$ cat config.mk
export PLATFORM = sky130hd
export DESIGN_NAME = mul_operand_feeder
export DESIGN_NICKNAME = d
export VERILOG_FILES = /design/src/rtl/mul_operand_feeder.sv
export SDC_FILE = /design/constraint.sdc
export NUM_CORES = 1
export LEC_CHECK = 0
export BUFFER_PORTS_ARGS = -buffer_cell sky130_fd_sc_hd__buf_2
export CAP_MARGIN = 10
export CORE_MARGIN = 2
export CORE_UTILIZATION = 44
export DETAILED_ROUTE_END_ITERATION = 12
export GPL_TIMING_DRIVEN = 0
export PLACE_DENSITY_LB_ADDON = 0.3
export RECOVER_POWER = 25
export REMOVE_ABC_BUFFERS = 1
export SLEW_MARGIN = 20
export SYNTH_ARGS = -nofsm -noshare
export SYNTH_HDL_FRONTEND = slang
export SYNTH_SLANG_ARGS = --single-unit
$ cat constraint.sdc
create_clock -name clk -period 2.1 [get_ports clk]
set_input_delay 0.21 -clock clk [delete_from_list [all_inputs] [get_ports clk]]
set_output_delay 0.21 -clock clk [all_outputs]
set_load 0.005 [all_outputs]
$ cat src/rtl/mul_operand_feeder.sv
// Operand FIFO and launch sequencer for the 8x8 shift-add multiplier.
// Optional WAIT-state abort with sticky err: define FEEDER_TIMEOUT_EN.
module mul_operand_feeder #(
    parameter int WIDTH   = 8,
    parameter int DEPTH   = 4,
    parameter int TIMEOUT = 64
) (
    input  logic               clk,
    input  logic               rst,
    input  logic               in_valid,
    output logic               in_ready,
    input  logic [WIDTH-1:0]   in_a,
    input  logic [WIDTH-1:0]   in_b,
    output logic [WIDTH-1:0]   mul_a,
    output logic [WIDTH-1:0]   mul_b,
    output logic               mul_init,
    input  logic               mul_finished,
    input  logic [2*WIDTH-1:0] mul_result,
    output logic               out_valid,
    input  logic               out_ready,
    output logic [2*WIDTH-1:0] out_result,
    output logic               err
);

    localparam int PW = $clog2(DEPTH);
    localparam int CW = PW + 1;

    typedef enum logic [1:0] {
        ST_IDLE,
        ST_LAUNCH,
        ST_WAIT,
        ST_HOLD
    } state_t;

    state_t          state, next_state;
    logic [WIDTH-1:0] mem_a [DEPTH];
    logic [WIDTH-1:0] mem_b [DEPTH];
    logic [PW-1:0]   wr_ptr, rd_ptr;
    logic [CW-1:0]   count;
    logic            push, pop;
    logic            timeout_hit;

    assign in_ready  = (count != CW'(DEPTH));
    assign push      = in_valid && in_ready;
    assign pop       = (state == ST_IDLE) && (count != '0);
    assign mul_init  = (state == ST_LAUNCH);
    assign out_valid = (state == ST_HOLD);

    // NOTE: storage is deliberately not reset; count gates every read, so stale entries are never used.
    always_ff @(posedge clk) begin
        if (push) begin
            mem_a[wr_ptr] <= in_a;
            mem_b[wr_ptr] <= in_b;
        end
    end

    // Power-of-two depth lets the pointers wrap naturally.
    always_ff @(posedge clk or posedge rst) begin
        if (rst) begin
            wr_ptr <= '0;
            rd_ptr <= '0;
            count  <= '0;
        end else begin
            if (push) wr_ptr <= wr_ptr + 1'b1;
            if (pop)  rd_ptr <= rd_ptr + 1'b1;
            case ({push, pop})
                2'b10:   count <= count + 1'b1;
                2'b01:   count <= count - 1'b1;
                default: count <= count;
            endcase
        end
    end

    always_ff @(posedge clk or posedge rst) begin
        if (rst) state <= ST_IDLE;
        else     state <= next_state;
    end

    // NOTE: next_state takes its default first so no path through the case can infer a latch.
    always_comb begin
        next_state = state;
        case (state)
            ST_IDLE:   if (count != '0) next_state = ST_LAUNCH;
            ST_LAUNCH: next_state = ST_WAIT;
            ST_WAIT: begin
                if (mul_finished)     next_state = ST_HOLD;
                else if (timeout_hit) next_state = ST_IDLE;
            end
            ST_HOLD:   if (out_ready) next_state = ST_IDLE;
            default:   next_state = ST_IDLE;
        endcase
    end

    // Operands hold from one pop to the next; the product is captured on WAIT exit.
    always_ff @(posedge clk or posedge rst) begin
        if (rst) begin
            mul_a      <= '0;
            mul_b      <= '0;
            out_result <= '0;
        end else begin
            if (pop) begin
                mul_a <= mem_a[rd_ptr];
                mul_b <= mem_b[rd_ptr];
            end
            if ((state == ST_WAIT) && mul_finished) out_result <= mul_result;
        end
    end

`ifdef FEEDER_TIMEOUT_EN
    localparam int TW = $clog2(TIMEOUT + 1);

    logic [TW-1:0] wait_cnt;

    assign timeout_hit = (state == ST_WAIT) && !mul_finished &&
                         (wait_cnt == TW'(TIMEOUT - 1));

    always_ff @(posedge clk or posedge rst) begin
        if (rst) begin
            wait_cnt <= '0;
            err      <= 1'b0;
        end else begin
            if (state == ST_LAUNCH)     wait_cnt <= '0;
            else if (state == ST_WAIT)  wait_cnt <= wait_cnt + 1'b1;
            if (timeout_hit) err <= 1'b1;
        end
    end
`else
    assign timeout_hit = 1'b0;
    assign err         = 1'b0;
`endif

endmodule
# --- Word level (Yosys, flattened, before mapping) ---
# Memories as Yosys holds them, arrays and structs flattened. A register that Yosys moved wholly into a read port is not among the register bits.
# Cells that the tools add are included.
word_totals:
  regBits: 25
  ramBits: 64
  out_inout_bits: 36
  word_cells: 34
  memories: 2
classes:
  add_sub_neg: 4
  n_eq_ne: 9
  mux: 7
  n_reduce_logical: 7
mem_list:
  columns: ["memory", "words", "word_bits", "rd", "rd_clocked_by_memory_dff", "write_ports", "line", "rtl"]
  rows:
  - ["mem_a", 4, 8, 1, 1, 1, "36", "logic [WIDTH-1:0] mem_a [DEPTH];"]
  - ["mem_b", 4, 8, 1, 1, 1, "37", "logic [WIDTH-1:0] mem_b [DEPTH];"]
op_table:
  columns: ["cell", "n"]
  rows:
  - ["$pmux W2 S4", 1]
  - ["$eq A2 B2 Y1 const B", 3]
  - ["$mux W2", 3]
  - ["$pmux W3 S2", 1]
  - ["$add A2 B1 Y2 const B", 2]
  - ["$eq A2 B1 Y1 const B", 2]
  - ["$ne A2 B1 Y1 const B", 2]
  - ["$add A3 B1 Y3 const B", 1]
  - ["$logic_and A1 B1 Y1", 3]
  - ["$ne A3 B3 Y1 const B", 1]
  - ["$reduce_and A3 Y1", 1]
  - ["$reduce_bool A3 Y1", 1]
  - ["$sub A3 B1 Y3 const B", 1]
  - ["$logic_not A2 Y1", 1]
  - ["$mux W1", 2]
  - ["$ne A2 B2 Y1 const B", 1]
  - ["$reduce_bool A2 Y1", 1]

# --- Longest topological paths before layout ---
# Gate-level depths: netlist of run 1.
depth:
  ltp_word: 4
  mapped_depth: 11
  mapped_depth_nobuf: 10

# --- Worst setup path after synthesis of run 1 ---
# Ideal clock, no wire load.
synth_timing:
  path_type: "flip-flop to flip-flop"
  from: "register state[0]"
  to: "register count[2]"
  setup_time_ps: 79
  t_arrival_ps: 2107
  slack_ps: -87
  stages_incl_launch_ff: 12
  path_buffers: 1
  cell_sequence: "dfrtp_1 -> inv_1 -> ha_1 -> o31ai_4 -> inv_2 -> buf_2 -> ha_1 -> inv_1 -> fa_1 -> xor2_1 -> nor2_1 -> xor2_1"
synth_via:
  elab_chain_cells: 4
synth_rtl:
  columns: ["item", "line", "rtl"]
  rows:
  - ["start, declared", "35", "state_t state, next_state;"]
  - ["start signal, assigned", "76", "else state <= next_state;"]
  - ["$logic_not A2 Y1 *", "45", "assign pop = (state == ST_IDLE) && (count != '0);"]
  - ["$logic_and A1 B1 Y1 *", "45", null]
  - ["net pop", "40", "logic push, pop;"]
  - ["$eq A2 B1 Y1 or $eq A2 B2 Y1 (tied branches)", "66", "case ({push, pop})"]
  - ["$pmux W3 S2 or $reduce_bool A2 Y1 (tied branches)", null, null]
  - ["end signal, assigned", "67", "2'b10: count <= count + 1'b1;"]
  - ["end signal, assigned", "68", "2'b01: count <= count - 1'b1;"]
  - ["end signal, assigned", "69", "default: count <= count;"]
  - ["end, declared", "39", "logic [CW-1:0] count;"]
# The timed path passes the listed nets; every way through them passes the cells marked *.
# A chain may end at the register's enable or synchronous reset.

# --- Worst setup path after layout of run 1 ---
layout_timing:
  from: "register count[1]"
  to: "register count[2]"
layout_via:
  elab_chain_cells: 4
layout_rtl:
  columns: ["item", "line"]
  rows:
  - ["$ne A3 B3 Y1 or $reduce_bool A3 Y1 (tied branches)", "43, 45"]
  - ["$logic_and A1 B1 Y1 (on tied branches)", "44, 45"]
  - ["$eq A2 B1 Y1 or $eq A2 B2 Y1 (tied branches)", "66"]
  - ["$pmux W3 S2 or $reduce_bool A2 Y1 (tied branches)", null]
# Several ways; a longest one is shown, not always the timed one.

==> impl_results.md, run 1 <==
* Worst Path Max Fanout at 3
* Layout area overhead at 18.1%
* Setup Crit Path Kind: flip-flop to flip-flop
* Status: completed
* Seq cells post-synth at 105
* Drt total wl at 7.09 mm
* Initial drt markers at 88
* Gr ovfl total at 0
* Clk slew on worst S/H paths at 0.10 ns
* GRT met2 Usage at 24.6%
* Hold path depth at 2
* FP Rows at 35
* CTS buffer count at 9
* FFs w/ async S/R, synth at 39.0%
* Rel. slew slack at 49.4%
* Total GRT Usage at 15.0%
* Mapped Cells at 240
* Top FF cell, synth: edfxtp_1
* Skew final at 0.0174 ns
* Htree depth at 3
* Worst setup EP type: flip-flop
* Measured slew at the worst slew-check pin at 0.759 ns
* # DRC at 0
* Worst R2R Setup Slack at 0.07 ns
* Die area at 10100 µm²
* Worst path bufs/invs at 2
* Worst path slowest cell: dfrtp_1
* Share of cells above drive strength 1 at 39.6%
* DR vias at 2163
* Post-synthesis sequential area ratio at 71.7%
* Max Cap Violations at 0
* FF+latch area at 2950 µm²
* Fmax at 0.492 GHz
* Final hold vios at 0
* Routed len/inst at 16.0 µm
* Setup tns final at 0 ns
* Worst R2R Path Depth at 9
* Die Width at 101 µm
* Core footprint at 9150 µm²
* Vias in the first global route at 2211
* Design Area, Final at 4850 µm²
* # IOs at 73
* Met3 usage at 3.68%
* # fillers at 746
* Post-Syn Area per Cell at 17.1 µm²
* Power per cell area at 1400 nW/µm²
* CP Cell Sequence: or3b_4 -> and2_4 -> inv_2 -> ha_2 -> inv_2 -> fa_2 -> xor2_1 -> nor2_1 -> xor2_1
* Largest net degree at the start of global routing at 34
* CP top delay family: simple AND/OR/NAND/NOR gates
* Routing usage on met1 at 19.8%
* Max Buffers Root-to-Sink at 2
* Clock Sinks at 105
* Ys Warns at 0
* Hold Crit Start: mul_result[10]
* # setup viols final at 0
* Initial Utilization at 44.9%
* Final net count at 374
* Final ANT Viol Nets at 0
* Antenna violations before repair at 0
* Die Ht at 101 µm
* Multi-input gate area at 1070 µm²
* Post-layout min period at 2.03 ns
* Peak supply drop at 0.000573 V
* Leakage at 0.00202 µW
* Clk root buf: clkbuf_8
* First-pass GRT wire length at 11.3 mm
* Worst r2r dst: count[2]$_DFFE_PP0P_
* Clk_lat worst skew at 0.36 ns
* Vias per cell at 4.89
* CTS tree: yes
* Fin crit share at 96.8%
* GP Congestion at 0.689
* DP HPWL at 4.34 mm
* Max Slew Vio Count at 0
* Required time worst endpoint at 2.37 ns
* First-pass detailed-route iteration total at 5
* Input/output buffers at 71
* Grt peak-use layer: met2
* Critical Path AT at 2.31 ns
* Worst hold path type: input pin to flip-flop
* Distinct cells, synth at 23
* EDFF count, synth at 64
* Crit start category: flip-flop
* Worst r2r src: count[1]$_DFFE_PP0P_
* CP max stage delay at 0.40 ns
* Synthesized area at 4110 µm²
* N_diodes at 0
* WHS Endpoint: out_result[10]$_DFFE_PP0P_
* Placed inst area at 4580 µm²
what timing repair did:
action / in CTS / in global routing
endpoints found under the setup margin: 5 / 1
hold endpoints to repair: 8 / 0
gates resized for setup: 5 / 2
buffers inserted: 6 / 4
hold buffers: 1 / 0
pin swaps: 4 / 4
cloned: 0 / 0
registers in the layout, indices dropped and copies added, names as in the netlist:
| name | flops |
|---|---|
| mem_a | 32 |
| mem_b | 32 |
| out_result | 16 |
| mul_a | 8 |
| mul_b | 8 |
| count | 3 |
| rd_ptr | 2 |
| state | 2 |
| wr_ptr | 2 |
cell type report:
class	instances	area share, %
flip-flops and latches	105	60.8
clock buffers	10	2.63
well taps	111	2.86
clock inverters	6	1.50
inverters	12	0.980
multi-input cells	115	22.1
repair buffers	83	9.07
how the worst max path moves through the flow:
| stage | cells past startpoint | to | from |
|---|---|---|---|
| 2_1_floorplan | 10 | count[2]$_DFFE_PP0P_ | state[0]$_DFFE_PP0P_ |
| 3_3_place_gp | 8 | count[2]$_DFFE_PP0P_ | count[0]$_DFFE_PP0P_ |
| 3_5_place_dp | 8 | count[2]$_DFFE_PP0P_ | count[0]$_DFFE_PP0P_ |
| 4_1_cts | 9 | count[2]$_DFFE_PP0P_ | count[1]$_DFFE_PP0P_ |
| 5_1_grt | 9 | count[2]$_DFFE_PP0P_ | count[1]$_DFFE_PP0P_ |
| 6_report | 9 | count[2]$_DFFE_PP0P_ | count[1]$_DFFE_PP0P_ |
metal layers:
metal,wire [µm],vias to the layer above
li1,-,1027
met1,3080,1083
met2,3560,47
met3,377,6
met4,76,0
met5,0,-
layout by cell type (no fill, tap or decap), drive strengths merged:
cell | synthesis | layout
or3b | 1 | 1
mux2 | 18 | 18
dlygate4sd3 | 0 | 1
inv | 12 | 15
conb | 1 | 1
a222oi | 1 | 1
nor3 | 1 | 1
xnor2 | 4 | 4
mux2i | 2 | 2
bufinv | 0 | 1
and3 | 4 | 4
clkbuf | 0 | 26
mux4 | 16 | 16
edfxtp | 64 | 64
clkinv | 0 | 2
and2 | 1 | 1
nand2 | 50 | 50
fa | 1 | 1
xor2 | 2 | 2
nor2 | 2 | 2
buf | 8 | 66
ha | 10 | 10
dfrtp | 41 | 41
o31ai | 1 | 1
synthesized netlist by cell type (2+ instances only):
cell       n  area (µm²)
ha_1      10         125
inv_1     11        41.3
mux2i_1    2        20.0
nor2_1     2        7.51
and3_2     4        30.0
buf_2      5        25.0
buf_4      3        22.5
xor2_1     2        17.5
mux4_2    16         360
dfrtp_1   41        1030
xnor2_1    4        35.0
mux2_2    17         191
nand2_1   50         188
edfxtp_1  64        1920
where the power goes:
part | total [µW] | internal (µW) | leakage (µW) | switching [µW]
Combinational | 2260 | 1200 | 0.000844 | 1060
Clock | 1260 | 570 | 0.000103 | 694
Sequential | 3290 | 2880 | 0.00108 | 403
metrics by stage:
step / util, % / hold slack, ns / power, µW / setup slack [ns] / cells
floorplan: - / 0.309 / 4690 / -0.0516 / 232
global placement: 49.8 / 0.423 / 5390 / -0.641 / 414
detailed placement: 50.0 / 0.149 / 5490 / -0.713 / 415
CTS: 52.9 / 0.0438 / 6860 / 0.000926 / 438
global route: 53.0 / 0.0595 / 7320 / -0.00380 / 442
finish: 53.0 / 0.0816 / 6810 / 0.0680 / 442
logic make-up (layout without fill, tap and decap cells):
group,after synthesis,after routing,share of synthesized area [%]
AOI/OAI and AO/OA,2,2,0.761
xor gates and xnor gates,6,6,1.28
adders and majority gates,11,11,3.53
buffers and inverters,20,111,2.25
DFF,105,105,71.7
muxes,36,36,14.3
other,1,1,0.0912
and+or+nand+nor,59,59,6.09
Power figures use the tool's default switching activity.
==> run 2, diff against run 1 <==
==> constraint.sdc (replaced) <==
create_clock -name clk -period 2.15 [get_ports clk]
set_input_delay 0.215 -clock clk [delete_from_list [all_inputs] [get_ports clk]]
set_output_delay 0.215 -clock clk [all_outputs]
set_load 0.005 [all_outputs]
==> run 2 against run 1 <==
  * Maximum frequency fell by 1.7%
  * Via count fell by 0.55%
  * Highest routed layer unchanged
  * Global-route usage did not move
==> impl_results.md, run 2 (synthesis results as in run 1) <==
* Status: completed
* Metal1 wirelength at 3.15 mm
* # fillers at 745
* Switching power at 2100 µW
* Fmax at 0.484 GHz
* Max Cap Violations at 0
* Die Width at 101 µm
* Combinational Power Share at 33.1%
* Multi-input gate area at 1070 µm²
* FP Rows at 35
* Hold path depth at 2
* Worst R2R Setup Slack at 0.08 ns
* Rel. slew slack at 49.3%
* Pint at 4530 µW
* Total GRT Usage at 15.0%
* Hold Crit Start: mul_result[10]
* Power per cell area at 1370 nW/µm²
* Worst r2r src: count[1]$_DFFE_PP0P_
* Die area at 10100 µm²
* N_diodes at 0
* Final hold vios at 0
* Largest registers: mem_a: 32 flops, mem_b: 32 flops, out_result: 16 flops
* Commonest cells after routing, fill and taps aside: edfxtp_1, buf_2, nand2_1
* Sequential Power Share at 48.3%
* Commonest non-fill, non-tap cell in the layout: edfxtp_1
* Peak supply drop at 0.000559 V
* Die Ht at 101 µm
* Final net count at 372
* Layout Utilization at 52.9%
* DR vias at 2151
* Clk root buf: clkbuf_8
* Clock Sinks at 105
* Measured slew at the worst slew-check pin at 0.761 ns
* WHS Endpoint: out_result[10]$_DFFE_PP0P_
* Vias per cell at 4.89
* Initial drt markers at 82
* Worst R2R Path Depth at 9
* Skew final at 0.0173 ns
* # IOs at 73
* Worst hold path type: input pin to flip-flop
* # DRC at 0
* Critical Path AT at 2.34 ns
* First-pass GRT wire length at 11.3 mm
* Worst r2r dst: count[2]$_DFFE_PP0P_
* Core footprint at 9150 µm²
* Worst setup EP type: flip-flop
* Leakage at 0.00201 µW
* CTS tree: yes
* DR top layer: met4
* DP HPWL at 4.34 mm
* Worst path slowest cell: dfrtp_1
* Input/output buffers at 71
* Clk_lat worst skew at 0.36 ns
* CP top delay family: simple AND/OR/NAND/NOR gates
* Setup tns final at 0 ns
* GP Congestion at 0.689
* Htree depth at 3
* # setup viols final at 0
* Max Slew Vio Count at 0
* Final ANT Viol Nets at 0
* Layout area overhead at 17.7%
* First-pass detailed-route iteration total at 5
* Max Buffers Root-to-Sink at 2
* Gr ovfl total at 0
* Required time worst endpoint at 2.42 ns
* Clk network pwr share at 18.6%
* Met2 wire length at 3.51 mm
* Clk slew on worst S/H paths at 0.10 ns
* Share of cells above drive strength 1 at 38.6%
* Vias in the first global route at 2212
* Post-layout min period at 2.07 ns
* Drt total wl at 7.05 mm
* Initial Utilization at 44.9%
* Worst path bufs/invs at 2
* WHS at 0.0879 ns
* Crit start category: flip-flop
* Setup Crit Path Kind: flip-flop to flip-flop
* Antenna violations before repair at 0
* CP Cell Sequence: or3b_4 -> and2_4 -> inv_1 -> ha_2 -> inv_1 -> fa_2 -> xor2_1 -> nor2_1 -> xor2_1
* Largest net degree at the start of global routing at 34
* Fin crit share at 96.2%
* Switching Share at 31.7%
* CTS buffer count at 9
* FF+latch area at 2950 µm²
* Routed len/inst at 16.0 µm
* CP max stage delay at 0.40 ns
* Met3 routed WL at 322 µm
* Worst Path Max Fanout at 3
[run 2: changes by cell type in the layout (fill, tap and decap cells not counted)]
cell   change
buf_4      -2
inv_1      +2
inv_2      -2
[run 2: worst max-delay path by stage]
stage	startpoint	end	slack, ns	cells past startpoint
global placement	count[0]$_DFFE_PP0P_	count[2]$_DFFE_PP0P_	-0.59	8
floorplan	state[0]$_DFFE_PP0P_	count[2]$_DFFE_PP0P_	-0.002	10
finish	count[1]$_DFFE_PP0P_	count[2]$_DFFE_PP0P_	0.08	9
global route	count[1]$_DFFE_PP0P_	count[2]$_DFFE_PP0P_	-0.002	9
CTS	count[1]$_DFFE_PP0P_	count[2]$_DFFE_PP0P_	0.02	9
detailed placement	count[0]$_DFFE_PP0P_	count[2]$_DFFE_PP0P_	-0.66	8
[run 2: power groups by stage]
stage                     combinational [µW]  clock, µW  sequential (µW)
final                                   2200       1230             3210
after floorplan                         1340          0             3240
after detailed placement                2060          0             3300
after global routing                    2460       1360             3310
after CTS                               2210       1260             3220
after global placement                  2000          0             3270
[run 2: metal layers]
layer	vias to the layer above	GRT usage, %
met4	0	5.16
li1	1023	-
met5	-	0
met1	1077	19.8
met3	6	3.68
met2	45	24.6
[run 2: what timing repair did]
item / 4_1_cts / 5_1_grt
buffers inserted: 6 / 2
resized for setup: 4 / 1
gates cloned: 0 / 0
setup endpoints to repair: 4 / 1
hold buffers: 1 / 0
pin swaps: 3 / 4
hold endpoints to repair: 8 / 0
[run 2: stage by stage]
step | total power (µW) | setup slack (ns) | instances | area [µm²]
global placement | 5270 | -0.591 | 414 | 4560
global route | 7130 | -0.00238 | 440 | 4840
floorplan | 4580 | -0.00160 | 232 | 4060
CTS | 6700 | 0.0166 | 438 | 4840
finish | 6640 | 0.0822 | 440 | 4840
detailed placement | 5370 | -0.663 | 415 | 4580
[run 2: layout make-up]
cell class,count,area share [%]
sequential,105,61.0
timing repair buffer,81,8.79
clock inverter,6,1.50
inverter,12,0.983
multi-input combinational,115,22.2
tap,111,2.87
clock buffer,10,2.64
[run 2: worst reg2reg max path, stage by stage, from the launching register on]
cell and delay [ns]:
dfrtp_1 0.40, or3b_4 0.40, and2_4 0.16, inv_1 0.05, ha_2 0.17, inv_1 0.05
fa_2 0.33, xor2_1 0.14, nor2_1 0.12, xor2_1 0.16
